### src/rtl/mult_accum.sv
// Sums groups of TERMS signed products, rounds half-up back to the operand Q format and
// hands each result downstream over valid/ready. Define MULT_ACCUM_SAT_EN to saturate; otherwise results wrap.
module mult_accum #(
  parameter int IN_W      = 54,
  parameter int OUT_W     = 32,
  parameter int FRAC_BITS = 16,
  parameter int TERMS     = 4,
  parameter int ELEMS     = 16
) (
  input  logic                        clk,
  input  logic                        rst,
  input  logic                        in_valid,
  output logic                        in_ready,
  input  logic signed [IN_W-1:0]      in_prod,
  output logic                        out_valid,
  input  logic                        out_ready,
  output logic signed [OUT_W-1:0]     out_data,
  output logic                        out_sat,
  output logic [$clog2(ELEMS)-1:0]    out_idx
);

  localparam int ACC_W = IN_W + $clog2(TERMS);
  localparam int CNT_W = (TERMS > 1) ? $clog2(TERMS) : 1;
  localparam int IDX_W = $clog2(ELEMS);
  localparam logic [CNT_W-1:0] CNT_LAST = CNT_W'(TERMS - 1);
  localparam logic [IDX_W-1:0] IDX_LAST = IDX_W'(ELEMS - 1);
  localparam logic signed [ACC_W:0] HALF =
    {{(ACC_W + 1 - FRAC_BITS){1'b0}}, 1'b1, {(FRAC_BITS - 1){1'b0}}};

  typedef enum logic {S_ACC, S_HOLD} state_t;

  state_t                   r_state, w_state_nxt;
  logic signed [ACC_W-1:0]  r_acc, w_sum;
  logic [CNT_W-1:0]         r_cnt;
  logic signed [OUT_W-1:0]  r_data, w_data;
  logic                     r_sat, w_sat;
  logic [IDX_W-1:0]         r_idx;
  logic                     w_in_hs, w_out_hs, w_last;

  // One extra bit of headroom so adding the rounding constant cannot wrap the accumulator.
  function automatic logic signed [ACC_W:0] rnd(input logic signed [ACC_W-1:0] s);
    logic signed [ACC_W:0] t;
    t = (ACC_W + 1)'(s) + HALF;
    return t >>> FRAC_BITS;
  endfunction

`ifdef MULT_ACCUM_SAT_EN
  localparam logic signed [ACC_W:0] SAT_MAX =
    {{(ACC_W + 2 - OUT_W){1'b0}}, {(OUT_W - 1){1'b1}}};
  localparam logic signed [ACC_W:0] SAT_MIN =
    {{(ACC_W + 2 - OUT_W){1'b1}}, {(OUT_W - 1){1'b0}}};

  // Returns {clamped, value}.
  function automatic logic [OUT_W:0] sat(input logic signed [ACC_W:0] r);
    if (r > SAT_MAX) return {1'b1, 1'b0, {(OUT_W - 1){1'b1}}};
    if (r < SAT_MIN) return {1'b1, 1'b1, {(OUT_W - 1){1'b0}}};
    return {1'b0, r[OUT_W-1:0]};
  endfunction

  logic [OUT_W:0] w_norm;
  assign w_norm = sat(rnd(w_sum));
  assign w_data = w_norm[OUT_W-1:0];
  assign w_sat  = w_norm[OUT_W];
`else
  assign w_data = OUT_W'(rnd(w_sum));
  assign w_sat  = 1'b0;
`endif

  assign w_sum    = r_acc + ACC_W'(in_prod);
  assign w_in_hs  = in_valid && in_ready;
  assign w_out_hs = out_valid && out_ready;
  assign w_last   = (r_cnt == CNT_LAST);

  always_ff @(posedge clk or posedge rst) begin
    if (rst) r_state <= S_ACC;
    else     r_state <= w_state_nxt;
  end

  always_comb begin
    w_state_nxt = r_state;
    in_ready    = 1'b0;
    out_valid   = 1'b0;
    case (r_state)
      S_ACC: begin
        in_ready = 1'b1;
        if (in_valid && w_last) w_state_nxt = S_HOLD;
      end
      S_HOLD: begin
        out_valid = 1'b1;
        if (out_ready) w_state_nxt = S_ACC;
      end
    endcase
  end

  // Accumulate stage: the final term bypasses acc and lands directly in the output register.
  always_ff @(posedge clk or posedge rst) begin
    if (rst) begin
      r_acc  <= '0;
      r_cnt  <= '0;
      r_data <= '0;
      r_sat  <= 1'b0;
      r_idx  <= '0;
    end else begin
      if (w_in_hs) begin
        if (w_last) begin
          r_acc  <= '0;
          r_cnt  <= '0;
          r_data <= w_data;
          r_sat  <= w_sat;
        end else begin
          r_acc <= w_sum;
          r_cnt <= r_cnt + 1'b1;
        end
      end
      if (w_out_hs) r_idx <= (r_idx == IDX_LAST) ? '0 : r_idx + 1'b1;
    end
  end

  assign out_data = r_data;
  assign out_sat  = r_sat;
  assign out_idx  = r_idx;

endmodule

### config.mk
export PLATFORM = sky130hd
export DESIGN_NAME = mult_accum
export DESIGN_NICKNAME = d
export VERILOG_FILES = /design/src/rtl/mult_accum.sv
export SDC_FILE = /design/constraint.sdc
export NUM_CORES = 1
export LEC_CHECK = 0
export BUFFER_PORTS_ARGS = -buffer_cell sky130_fd_sc_hd__buf_2
export CORE_ASPECT_RATIO = 0.8
export CORE_MARGIN = 5
export CORE_UTILIZATION = 60
export CTS_CLUSTER_DIAMETER = 80
export CTS_CLUSTER_SIZE = 24
export DETAILED_ROUTE_END_ITERATION = 10
export PLACE_DENSITY = 0.83
export SLEW_MARGIN = 10
export SYNTH_ARGS = -nofsm -noshare
export SYNTH_HDL_FRONTEND = slang
export SYNTH_SLANG_ARGS = --single-unit
export TNS_END_PERCENT = 30
### constraint.sdc
create_clock -name clk -period 6.1 [get_ports clk]
set_clock_uncertainty 0.15 [all_clocks]
set_input_delay 0.61 -clock clk [delete_from_list [all_inputs] [get_ports clk]]
set_output_delay 0.61 -clock clk [all_outputs]
set_load 0.01 [all_outputs]
==> results.txt <==
status - finished clean
R2R Setup Slk - 1.51 ns
WHS - 0.324 ns
Main synth FF type - dfrtp_1
worst-path fanout max - 6
flops & latches, synth - 87
path depth of the worst reg2reg path - 13
register area share after synthesis - 0.301
Post-synth EDFFs - 0
Yosys cell types - 81
power per cell area - 613 nW/um2
CP startpoint kind - flop
clock transition at the registers of the reported paths - 0.07 ns
CTS tree - yes
Initial Util - 0.621
Leak Pwr - 3.60 nW
DP HPWL - 15500 um
Fillers - 969
Crit. End Element - flop
Post-CTS Repair Setup Buffers - 0
syn avg cell area - 8.29 um2
final setup violation count - 0
relative slew slack - 0.264
Setup CP Type - reg2reg
Final Max Slew Viols - 0
CTS sink cnt - 87
crit-path max cell delay - 0.46 ns
worst slew pin tran - 1.10 ns
initial antenna violation count - 0
Num CTS Buffers - 9
most frequent cell after synthesis - nand2_1
vias per cell - 6.41
area share of the largest cell type after synthesis - 0.301
core area - 11600 um2
Site Rows - 35
WP data arrival - 4.67 ns
area grow syn2layout - 11.0%
die width - 133 um
Pre-antenna DRT Iters - 5
first-pass GRT wire length - 32500 um
post-synth top area cell - dfrtp_1
synth warn - 0
Max Cap Violations - 0
CTS resizes - 0
Period minus WS final - 4.59 ns
routability cong. - 0.993
Post-CTS Hold Buffers - 0
largest net degree at the start of global routing - 88
final net count - 1040
Clock Tree Buf Depth - 2
RSZ-0062 raised after global routing - no
Chip Height - 108 um
Synth Cell Area - 7240 um2
clk_lat worst skew - 0.35 ns
Total Routing Usage GR - 0.281
total number of vias - 6937
Port Buffer Count - 89
Clock H-tree levels - 3
min-delay worst type - reg2reg
number of DRC markers in iteration 0 - 758
setup tns final - 0 ns
WL/cell - 18.7 um
Peak VDD IR - 0.275 mV
Synth area leaders - dfrtp_1 30%, ha_1 8.6%, nand2_1 6.2%
FFs w/ async S/R, synth - 1.00
number of cells on the worst hold path - 2
period utilization - 0.752
grt total ovfl - 0
Syn Nets - 982
final WL - 20200 um
Final Hold Vio Count - 0
CP max stage cell - a211oi_1
Syn Inst Count - 873
vias in the first global route - 6306
Crit path required time - 6.18 ns
post-route antenna net violation count - 0
highest clock rate - 218 MHz
full die area - 14400 um2
number of top-level pins - 97
layout cells sized above 1 - 0.157
Clock Root Buffer - clkbuf_16
diode count - 0
number of remaining DRC errors - 0
CP cell instances - ha_1, fa_1, a211oi_1, o21ai_1, a32oi_1, nand3_1, xor2_1, and4_1, and4b_1, nand4_4, nor4_4, a21boi_1, o31a_1
commonest cells in the netlist - 120 x nand2_1, 87 x dfrtp_1, 86 x o21ai_0, 62 x a21oi_1, 52 x nor2_1
## final cells by class
| class | instances | area [um2] | share of cell area |
|---|---|---|---|
| clock inverters | 6 | 118 | 0.0146 |
| flip-flops and latches | 87 | 2180 | 0.271 |
| well taps | 148 | 185 | 0.0230 |
| clock buffers | 9 | 225 | 0.0280 |
| repair buffers | 94 | 483 | 0.0601 |
| inverters | 17 | 65.1 | 0.00810 |
| multi-input cells | 722 | 4780 | 0.595 |
## sequential cells by signal, indices dropped and copies added, names as in the netlist
signal,cells
r_acc,48
out_idx,4
r_cnt,2
out_data,32
r_state,1
## placed cells by master (no fill, tap or decap), types with 7 or more instances in the layout
cell       count
xnor2_1       34
o21a_1         7
a22o_1        25
nand2_1      119
nor2_1        52
clkbuf_16      9
dfrtp_1       87
nand2b_1       8
nand3_1       21
o211ai_1      12
and2_1        11
a31oi_1       11
a21oi_1       62
a21o_1        18
ha_1          50
xor2_1        30
inv_1         16
nor3_1        13
o21ai_0       86
nand4_1       29
o21ai_1       10
buf_2         89
and3_1         7
and4_1         7
a211oi_1      13
## power by group
group          switching, mW  leakage, nW  internal (mW)
Combinational           2.06         2.35           1.21
Clock                  0.249        0.164          0.403
Sequential             0.161         1.09          0.847
Total                   2.47         3.60           2.46
## worst paths after layout
path,startpoint,to
worst max register to register,r_acc[0]$_DFFE_PP0P_,out_data[28]$_DFFE_PP0P_
max in group asynchronous,rst,r_acc[8]$_DFFE_PP0P_
worst max-delay path,r_acc[0]$_DFFE_PP0P_,out_data[28]$_DFFE_PP0P_
min in group asynchronous,rst,out_data[31]$_DFFE_PP0P_
worst min-delay path,out_data[4]$_DFFE_PP0P_,out_data[4]$_DFFE_PP0P_
worst min register to register,out_data[4]$_DFFE_PP0P_,out_data[4]$_DFFE_PP0P_
## worst max-delay path, delay by kind of cell (launching register included)
family	cells	cell delay, ns
compound gates	5	1.45
xor+xnor	1	0.37
fa+ha+maj	2	0.67
flops	1	0.38
simple gates	5	1.45
## layer usage
layer / track usage / up-vias / share of wire
li1: - / 3325 / -
met1: 0.443 / 3276 / 0.48
met2: 0.394 / 316 / 0.40
met3: 0.0637 / 20 / 0.10
met4: 0.0460 / 0 / 0.0094
met5: 0 / - / 0
## per-stage QoR
| stage | cells | util | instance area (um2) | setup slack (ns) | total power [mW] |
|---|---|---|---|---|---|
| global route | 1083 | 0.690 | 8030 | 1.20 | 5.30 |
| floorplan | 873 | - | 7240 | 2.08 | 3.34 |
| global placement | 1068 | 0.660 | 7690 | 1.33 | 4.11 |
| detailed placement | 1068 | 0.660 | 7690 | 1.28 | 4.17 |
| CTS | 1083 | 0.690 | 8030 | 1.58 | 4.85 |
| finish | 1083 | 0.690 | 8030 | 1.51 | 4.92 |
## logic make-up after synthesis
logic type	synth area share
xor+xnor	0.0820
other cells	0.000518
compound gates	0.258
mux	0.0135
simple gates	0.216
buf+inv	0.0396
flops	0.301
fa+ha+maj	0.0892
No activity file was read; power rests on OpenSTA's default activity.
